### src/rtl/panxi_pipe_pkg.sv
// Shared types and constants for the panxi valid/ready pipeline stage.
// Holds the occupancy state encoding used by the state register.
package panxi_pipe_pkg;

    localparam int PIPE_ST_W = 2;

    typedef enum logic [PIPE_ST_W-1:0] {
        EMPTY = 2'd0,
        BUSY  = 2'd1,
        FULL  = 2'd2
    } pipe_state_e;

endpackage

### src/rtl/panxi_pipe_skid_dff.sv
// Flip-flop primitives: panxi_dffr (async-reset) and panxi_dffer (async-reset with enable).
// Both reset to RST_VAL on a falling rstn without waiting for clk.
module panxi_dffr #(
    parameter int               WIDTH   = 1,
    parameter logic [WIDTH-1:0] RST_VAL = '0
) (
    input  logic             clk,
    input  logic             rstn,
    input  logic [WIDTH-1:0] d,
    output logic [WIDTH-1:0] q
);

    always_ff @(posedge clk or negedge rstn) begin
        if (!rstn) begin
            q <= RST_VAL;
        end else begin
            q <= d;
        end
    end

endmodule

module panxi_dffer #(
    parameter int               WIDTH   = 1,
    parameter logic [WIDTH-1:0] RST_VAL = '0
) (
    input  logic             clk,
    input  logic             rstn,
    input  logic             en,
    input  logic [WIDTH-1:0] d,
    output logic [WIDTH-1:0] q
);

    always_ff @(posedge clk or negedge rstn) begin
        if (!rstn) begin
            q <= RST_VAL;
        end else if (en) begin
            q <= d;
        end
    end

endmodule

### src/rtl/panxi_pipe_skid.sv
// Two-entry valid/ready skid stage: main register drives o_data, skid catches the
// payload accepted while the consumer stalls. Both outgoing handshakes are registered.
module panxi_pipe_skid
    import panxi_pipe_pkg::*;
#(
    parameter int WIDTH = 32
) (
    input  logic             clk,
    input  logic             rstn,
    input  logic             flush,
    input  logic             i_valid,
    output logic             i_ready,
    input  logic [WIDTH-1:0] i_data,
    output logic             o_valid,
    input  logic             o_ready,
    output logic [WIDTH-1:0] o_data
);

    logic [PIPE_ST_W-1:0] state_bits_q;
    pipe_state_e          state_q;
    pipe_state_e          state_d;
    logic                 main_en;
    logic                 skid_en;
    logic [WIDTH-1:0]     main_d;
    logic [WIDTH-1:0]     main_q;
    logic [WIDTH-1:0]     skid_q;
    logic                 o_valid_q;
    logic                 o_valid_d;
    logic                 i_ready_q;
    logic                 i_ready_d;
    logic                 in_fire;
    logic                 out_fire;

    assign state_q  = pipe_state_e'(state_bits_q);
    assign in_fire  = i_valid & i_ready_q;
    assign out_fire = o_valid_q & o_ready;

    always_comb begin
        state_d = state_q;
        main_en = 1'b0;
        skid_en = 1'b0;
        main_d  = i_data;
        case (state_q)
            EMPTY: begin
                if (in_fire) begin
                    state_d = BUSY;
                    main_en = 1'b1;
                end
            end
            BUSY: begin
                if (in_fire && out_fire) begin
                    main_en = 1'b1;
                end else if (in_fire) begin
                    state_d = FULL;
                    skid_en = 1'b1;
                end else if (out_fire) begin
                    state_d = EMPTY;
                end
            end
            FULL: begin
                if (out_fire) begin
                    state_d = BUSY;
                    main_en = 1'b1;
                    main_d  = skid_q;
                end
            end
            default: state_d = EMPTY;
        endcase
        // Flush drops everything, including a payload offered this cycle.
        if (flush) begin
            state_d = EMPTY;
            main_en = 1'b0;
            skid_en = 1'b0;
        end
        o_valid_d = (state_d != EMPTY);
        i_ready_d = (state_d != FULL);
    end

    panxi_dffr #(.WIDTH(PIPE_ST_W), .RST_VAL(PIPE_ST_W'(EMPTY))) u_state_reg (
        .clk  (clk),
        .rstn (rstn),
        .d    (state_d),
        .q    (state_bits_q)
    );

    panxi_dffer #(.WIDTH(WIDTH)) u_main_reg (
        .clk  (clk),
        .rstn (rstn),
        .en   (main_en),
        .d    (main_d),
        .q    (main_q)
    );

    panxi_dffer #(.WIDTH(WIDTH)) u_skid_reg (
        .clk  (clk),
        .rstn (rstn),
        .en   (skid_en),
        .d    (i_data),
        .q    (skid_q)
    );

    always_ff @(posedge clk or negedge rstn) begin
        if (!rstn) begin
            o_valid_q <= 1'b0;
            i_ready_q <= 1'b1;
        end else begin
            o_valid_q <= o_valid_d;
            i_ready_q <= i_ready_d;
        end
    end

    assign o_valid = o_valid_q;
    assign i_ready = i_ready_q;
    assign o_data  = main_q;

`ifndef SYNTHESIS
    x_check_ctrl: assert property (@(posedge clk) disable iff (!rstn)
        !$isunknown({i_valid, o_ready, flush}));
`endif

endmodule

### config.mk
export PLATFORM = sky130hd
export DESIGN_NAME = panxi_pipe_skid
export DESIGN_NICKNAME = d
export VERILOG_FILES = /design/src/rtl/panxi_pipe_pkg.sv /design/src/rtl/panxi_pipe_skid_dff.sv /design/src/rtl/panxi_pipe_skid.sv
export SDC_FILE = /design/constraint.sdc
export NUM_CORES = 1
export LEC_CHECK = 0
export CORE_MARGIN = 8
export CORE_UTILIZATION = 53
export CTS_BUF_LIST = sky130_fd_sc_hd__clkbuf_16
export DETAILED_ROUTE_END_ITERATION = 6
export GPL_ROUTABILITY_DRIVEN = 0
export PLACE_DENSITY = 0.84
export SYNTH_ARGS = -nofsm -noshare
export SYNTH_HDL_FRONTEND = slang
export SYNTH_SLANG_ARGS = --single-unit
### constraint.sdc
create_clock -name clk -period 5.98 [get_ports clk]
set_clock_uncertainty 0.15 [all_clocks]
set_input_delay 1.495 -clock clk [delete_from_list [all_inputs] [get_ports clk]]
set_output_delay 1.495 -clock clk [all_outputs]
set_load 0.05 [all_outputs]
After elaboration in Yosys (flattened, before gate mapping)

Cells that the tools add are included.

Add/sub/neg operators: 0
Multiply operators: 0
Divide/modulo/power cells: 0
$lt $le $gt $ge: 0
Equal/unequal tests: 3
Shift operators: 0
Multiplexer cells: 17
Bitwise operators: 2
Reduce and logical (&&, ||, !) cells: 3

Operators with widths:

| kind                                                             | number |
|---|---|
| 32-bit 2-to-1 mux                                                | 2 |
| 2-bit 2-to-1 mux                                                 | 6 |
| 1-bit 2-to-1 mux                                                 | 7 |
| 2-bit case mux with 3 select lines                               | 1 |
| 1-bit case mux with 3 select lines                               | 1 |
| 1-bit AND                                                        | 2 |
| 2-bit by 1-bit == test with 1-bit output (second input constant) | 1 |
| 2-bit == test (second input constant)                            | 1 |
| 2-bit logical NOT                                                | 1 |
| 2-bit != test (second input constant)                            | 1 |
| 2-bit nonzero test                                               | 1 |
| 1-bit logical AND                                                | 1 |

Register bits after elaboration: 68
Bits in latches: 0
Bits in writable memories: 0
ROM bits: 0
Bits of input ports: 37
Output and inout port bits: 34
Logic and storage cells: 30
Memories kept: 0

Longest topological paths before layout

Gate-level depths: netlist (run 1).

Word-level depth: 7
Depth in mapped cells: 5
Mapped depth without buffers: 3

Cells and area by module

Synthesis (run 1) repeated with hierarchy kept, for this count alone.

Cells, all modules: 194
Area total of the unflattened synthesis: 3439.5 sq um

Modules (own cells, without submodules):

| module          | times used | cells each | area an instance (sq um) | seq. area each (sq um) |
|---|---|---|---|---|
| panxi_dffer     | 2          | 68         | 1345.0                   | 800.8 |
| panxi_pipe_skid | 1          | 56         | 699.4                    | 51.3 |
| panxi_dffr      | 1          | 2          | 50.0                     | 50.0 |

Least setup slack after synthesis (run 1)

OpenSTA, ideal clock, no wires.

Kind: input to register
From: input o_ready
To: register u_main_reg.q[12]
Library setup time: 0.125 ns
Data arrival time: 2.562 ns
Data required time: 5.705 ns
Path slack: 3.143 ns
Stages on the path: 4
Path buffers: 1
Path through: nand4b_4 -> a221oi_4 -> buf_6 -> mux2_2

Longest elaborated chain between the ends: 5
Elaborated cells between the ends (all ways): 8
Those cells by class: mux (6); bitwise (1); reduce/logical (1)

Ends and longest elaborated chain:

| element                            | RTL line                  | source |
|---|---|---|
| from (decl)                        | panxi_pipe_skid.sv:15     | `input logic o_ready,` |
| 1-bit AND *                        | panxi_pipe_skid.sv:36     | `assign out_fire = o_valid_q & o_ready;` |
| 1-bit logical AND                  | panxi_pipe_skid.sv:51     | `if (in_fire && out_fire) begin` |
| 1-bit 2-to-1 mux                   | panxi_pipe_skid.sv:51     |  |
| 1-bit case mux with 3 select lines | panxi_pipe_skid.sv:43     | `case (state_q)` |
| 1-bit 2-to-1 mux                   | panxi_pipe_skid.sv:70     | `if (flush) begin` |
| to (signal assigned)               | panxi_pipe_skid_dff.sv:36 | `q <= RST_VAL;` |
| to (signal assigned)               | panxi_pipe_skid_dff.sv:38 | `q <= d;` |
| to (decl)                          | panxi_pipe_skid_dff.sv:31 | `output logic [WIDTH-1:0] q` |

Every way passes the cells marked *; elsewhere a longest branch is shown, timed or not.
A chain may end at the register's enable or synchronous reset.

Worst setup path in the final report (run 1)

From: input o_ready
To: register u_main_reg.q[16]

The elaborated chain is that of the path after synthesis.

==> results of run 1 <==
==> power by group <==
part	internal [W]	leakage, nW	switching [W]	total [W]
Sequential	0.000617	0.813	0.0000825	0.000700
Combinational	0.000259	0.765	0.000330	0.000589
Clock	0.000313	0.146	0.000171	0.000484
Total	0.00119	1.72	0.000584	0.00177
==> state kept, by name, summed over array words and instances, names as in the netlist <==
| signal | count |
|---|---|
| u_skid_reg.q | 32 |
| i_ready | 1 |
| o_valid | 1 |
| u_main_reg.q | 32 |
| u_state_reg.q | 2 |
==> area by class of cell <==
| class | count | share of cell area |
|---|---|---|
| well taps | 72 | 0.02230 |
| multi-input cells | 116 | 0.3073 |
| inverters | 1 | 0.0009294 |
| flip-flops and latches | 68 | 0.4216 |
| repair buffers | 74 | 0.1797 |
| clock inverters | 6 | 0.01239 |
| clock buffers | 9 | 0.05576 |
==> Yosys cell counts, drive strengths merged <==
cell type / instances
nor2b: 1
inv: 1
o21ai: 1
and2: 1
a21oi: 4
a22oi: 1
nor2: 1
buf: 10
and4b: 1
nand3b: 2
dfrtp: 67
o21bai: 1
nand2: 2
mux2: 96
a21boi: 1
a21o: 1
nand2b: 1
dfstp: 1
a221oi: 1
nand4b: 1
==> how the worst min path moves through the flow <==
stage,start,to,slack [ns],cells past startpoint
2_1_floorplan,u_skid_reg.q[0]$_DFFE_PN0P_,u_skid_reg.q[0]$_DFFE_PN0P_,0.33,1
5_1_grt,u_main_reg.q[28]$_DFFE_PN0P_,u_main_reg.q[28]$_DFFE_PN0P_,0.37,1
3_5_place_dp,u_main_reg.q[17]$_DFFE_PN0P_,u_main_reg.q[17]$_DFFE_PN0P_,0.33,1
6_report,u_main_reg.q[17]$_DFFE_PN0P_,u_main_reg.q[17]$_DFFE_PN0P_,0.34,1
3_3_place_gp,u_main_reg.q[17]$_DFFE_PN0P_,u_main_reg.q[17]$_DFFE_PN0P_,0.33,1
4_1_cts,u_main_reg.q[17]$_DFFE_PN0P_,u_main_reg.q[17]$_DFFE_PN0P_,0.35,1
==> routing by layer <==
layer / wire (um) / vias to the layer above / track usage / share of wire
li1: - / 859 / - / -
met1: 2584 / 927 / 0.1801 / 0.43
met2: 2886 / 50 / 0.2461 / 0.48
met3: 424 / 7 / 0.05761 / 0.071
met4: 75 / 0 / 0.05730 / 0.013
met5: 0 / - / 0 / 0
==> placed cells by master, fill, tap and decap left out, types with 2 or more instances in the layout <==
cell type / synthesis / layout
a21oi_1: 4 / 4
buf_4: 0 / 4
clkbuf_16: 0 / 9
clkdlybuf4s50_1: 0 / 69
dfrtp_1: 67 / 67
inv_1: 1 / 4
mux2_2: 95 / 95
nand2_1: 2 / 2
nand3b_1: 2 / 2
==> cell families (layout without fill, tap and decap cells) <==
| group | after synthesis | count (layout) | share of synthesized area |
|---|---|---|---|
| flip-flops | 68 | 68 | 0.5645 |
| multiplexers | 96 | 96 | 0.3584 |
| buffers and inverters | 11 | 90 | 0.02405 |
| AND/OR/NAND/NOR | 10 | 10 | 0.02613 |
| AO/OA/AOI/OAI | 10 | 10 | 0.02696 |
==> per-stage QoR <==
stage / setup slack, ns / area (um2) / hold WS, ns / power [W] / util
6_report: 1.955 / 4039 / 0.3372 / 0.001774 / 0.7335
3_5_place_dp: 1.587 / 3764 / 0.3334 / 0.001300 / 0.6835
4_1_cts: 1.928 / 4039 / 0.3452 / 0.001790 / 0.7335
3_3_place_gp: 1.621 / 3764 / 0.3262 / 0.001280 / 0.6835
5_1_grt: 1.816 / 4039 / 0.3651 / 0.001854 / 0.7335
2_1_floorplan: 3.143 / 3017 / 0.3253 / 0.001085 / -
==> critical path, stage by stage <==
cell and delay [ns]:
clkdlybuf4s50_1 0.58, nand4b_4 0.11, buf_4 0.29, a221oi_4 0.84, buf_4 0.39, mux2_2 0.37
==> results.cfg, run 1 <==
[clock_network]
cts_resized = 0
cts_sinks = 68
clkLatencyLatePin_ns = 0.32
cts_buffer_depth = 2
root_buffer = clkbuf_16
cts_tree = yes
numCtsBuffers = 9
htreeDepth = 3
clk_pin_slew_ns = 0.05
post-cts-setup-buffers = 0
cts_hold_buf = 0

[synth]
synth.distinct_cells = 22
yosysTopAreaCell = dfrtp_1
synth_area_leaders = dfrtp_1 56%, mux2_2 35%, buf_2 1.2%
ys_seq_area_frac = 0.5645
syn_area_mm2 = 0.003017
yosysTopAreaCellShare = 0.5558
synth_nets = 232
ys_warn_count = 0
syn_area_per_cell_um2 = 15.47
synth_seq_cells = 68
synth_cells = 195

[worst_setup_path]
crit_path_end_kind = flip-flop
crit_path_end = u_main_reg.q[16]$_DFFE_PN0P_
rrSetupSlack_ns = 3.15
r2r_end = u_main_reg.q[16]$_DFFE_PN0P_
worstPathMaxFanout = 33
required_ns = 6.03
critPathKind = input pin to flip-flop
cp.arrival_ns = 4.08
timing.rr.start = u_state_reg.q[0]$_DFF_PN0_
reg2regPathDepth = 5
setup.worst_path.start = o_ready
start_kind = input pin

[cells_and_area]
regArea_mm2 = 0.001703
nets = 307
multi_input_area_mm2 = 0.001241
syn2layout_area_growth_pct = 33.89
fill_cells = 355
n_antenna_cell = 0
stdcell_count = 346
drive_gt1_frac = 0.4161

[timing]
slew_headroom = 0.3975
period_share = 0.6732
rsz0062_at_grt = false
fin_crit_ns = 4.025
achievable-frequency_mhz = 248.4
setup_viol = 0
final_hold_viol_count = 0
tightestPinTransition_ns = 0.9038
finalMaxSlewViolations = 0
tns_ns = 0

[grt]
antenna_found_initial = 0
overflow = 0
grt_pass1_wl_mm = 10.29
first_global_vias = 2129
grt_max_degree = 37
grt_use_total = 0.1524

[run_status]
outcome = complete, no violations

[floorplanning]
die_w_um = 91.45
io_pins = 71
initial_utilization = 0.5478
rows = 27
core_area_mm2 = 0.005507
die_area_mm2 = 0.008362
chipHeight_um = 91.45

[drt]
routedWlPerCell_um = 17.25
viasPerCell = 5.327
wl_mm = 5.970
dr_total_vias = 1843
dr.pass1.iters = 2
ant_nets = 0
drtIter0Drc = 40
drc = 0

[power_and_ir_drop]
max-vdd-ir-drop_uv = 312.7
p_leak_nw = 1.724
cellPowerDensity_mw_per_mm2 = 439.1

[flow_run]
max-cap-violations = 0

[place]
dp.cells = 331
hpwl_mm = 4.121
io_buffers = 70

[worst_hold_path]
hp-class = flip-flop to flip-flop
No activity file was read; power rests on OpenSTA's default activity.
==> inputs of run 2 (changes only) <==
--- a/config.mk
+++ b/config.mk
@@ -6,11 +6,11 @@
 export NUM_CORES = 1
 export LEC_CHECK = 0
 export CORE_MARGIN = 8
-export CORE_UTILIZATION = 53
+export CORE_UTILIZATION = 45
 export CTS_BUF_LIST = sky130_fd_sc_hd__clkbuf_16
 export DETAILED_ROUTE_END_ITERATION = 6
 export GPL_ROUTABILITY_DRIVEN = 0
-export PLACE_DENSITY = 0.84
+export PLACE_DENSITY = 0.76
 export SYNTH_ARGS = -nofsm -noshare
 export SYNTH_HDL_FRONTEND = slang
 export SYNTH_SLANG_ARGS = --single-unit
==> constraint.sdc (replaced) <==
create_clock -name clk -period 3.4 [get_ports clk]
set_clock_uncertainty 0.15 [all_clocks]
set_input_delay 0.85 -clock clk [delete_from_list [all_inputs] [get_ports clk]]
set_output_delay 0.85 -clock clk [all_outputs]
set_load 0.05 [all_outputs]
==> results.cfg, run 2 (synthesis gave the netlist of run 1 again) <==
[timing]
period_share = 0.7892
tightestPinTransition_ns = 0.7147
achievable-frequency_mhz = 372.7
setup_ws_ns = 0.7166
slew_headroom = 0.5235
finalMaxSlewViolations = 0
fin_crit_ns = 2.683
tns_ns = 0
rsz0062_at_grt = false
setup_viol = 0
final_hold_viol_count = 0

[cells_and_area]
fin_util = 0.6115
n_antenna_cell = 0
syn2layout_area_growth_pct = 34.67
final_common_cell = mux2_2
drive_gt1_frac = 0.4260
finalInstanceArea_mm2 = 0.004063
final_cell_mix = 95 x mux2_2, 69 x clkdlybuf4s50_1, 67 x dfrtp_1, 9 x clkbuf_16, 5 x buf_4
reg_top3 = u_main_reg.q x32, u_skid_reg.q x32, u_state_reg.q x2
nets = 309

[worst_setup_path]
cp.arrival_ns = 1.68
worstPathMaxFanout = 5
slowest_delay_ns = 0.81
start_kind = flip-flop
path_depth = 1
crit_chain = clkdlybuf4s50_1
critPathKind = flip-flop to output port
crit_path_end_kind = output port
required_ns = 2.40
cp_top_family = buffers and inverters
reg2regPathDepth = 4
cp_num_buf_inv = 1
slowest_stage = clkdlybuf4s50_1

[clock_network]
clkLatencyLatePin_ns = 0.32
clk_pin_slew_ns = 0.05
cts_buffer_depth = 2
htreeDepth = 3
cts_sinks = 68
cts_hold_buf = 0
numCtsBuffers = 9
cts_tree = yes
cts_resized = 0
root_buffer = clkbuf_16
post-cts-setup-buffers = 0

[power_and_ir_drop]
power.internal_w = 0.002025
p_leak_nw = 1.723
cellPowerDensity_mw_per_mm2 = 752.9
p_seq_frac = 0.399
max-vdd-ir-drop_uv = 451.2
clockPowerShare = 0.261
p_sw_frac = 0.3379
switchingPower_w = 0.001034
power.share.combinational = 0.339

[grt]
first_global_vias = 2062
grt_pass1_wl_mm = 10.29
overflow = 0
antenna_found_initial = 0
grt_max_degree = 39
grt_use_total = 0.1341

[drt]
dr_total_vias = 1835
dr.pass1.iters = 4
drc = 0
ant_nets = 0
viasPerCell = 5.140
wl_mm = 5.981
routedWlPerCell_um = 16.75
drtIter0Drc = 36

[place]
pre_cts_ws_ns = 0.3702
hpwl_mm = 4.145
io_buffers = 70
placed_area_mm2 = 0.003801

[floorplanning]
die_w_um = 97.88
io_pins = 71
chipHeight_um = 97.88
initial_utilization = 0.4540
core_area_mm2 = 0.006644
rows = 30
die_area_mm2 = 0.009580

[worst_hold_path]
min_path_cells = 1
hp-class = flip-flop to flip-flop

[run_status]
outcome = complete, no violations

[flow_run]
max-cap-violations = 0
[run 2: through the flow]
stage	power (W)	cells	hold WS, ns
6_report	0.003059	357	0.3410
5_1_grt	0.003228	357	0.3508
4_1_cts	0.003104	357	0.3416
3_5_place_dp	0.002285	341	0.3292
3_3_place_gp	0.002252	341	0.3303
2_1_floorplan	0.001908	195	0.3253
[run 2: path summary, 6_finish.rpt]
check | from | to | slack [ns]
max | i_ready$_DFF_PN1_ | i_ready | 0.72
min | u_main_reg.q[17]$_DFFE_PN0P_ | u_main_reg.q[17]$_DFFE_PN0P_ | 0.34
max reg2reg | u_state_reg.q[0]$_DFF_PN0_ | u_main_reg.q[29]$_DFFE_PN0P_ | 1.29
min reg2reg | u_main_reg.q[17]$_DFFE_PN0P_ | u_main_reg.q[17]$_DFFE_PN0P_ | 0.34
max in group asynchronous | rstn | i_ready$_DFF_PN1_ | 1.95
min in group asynchronous | rstn | u_skid_reg.q[1]$_DFFE_PN0P_ | 0.44
[run 2: metal layers]
metal | global-route usage | share of wire
met1 | 0.1679 | 0.47
met3 | 0.05405 | 0.070
met5 | 0 | 0
met2 | 0.1960 | 0.44
met4 | 0.06475 | 0.017
[run 2: power by group through the flow]
stage / registers, W / clock network (W) / logic, W
floorplan: 0.00160 / 0 / 0.000310
global placement: 0.00122 / 0 / 0.00103
detailed placement: 0.00124 / 0 / 0.00105
CTS: 0.00123 / 0.000824 / 0.00105
global route: 0.00126 / 0.000866 / 0.00110
finish: 0.00122 / 0.000799 / 0.00104
[run 2: final cells by class]
class	instances	area [um2]
Multi-Input combinational cell	116	1241
Clock buffer	9	225.2
Timing Repair Buffer	76	753.2
Sequential cell	68	1703
Tap cell	80	100.1
Inverter	1	3.754
Fill cell	520	2581
Clock inverter	7	36.28
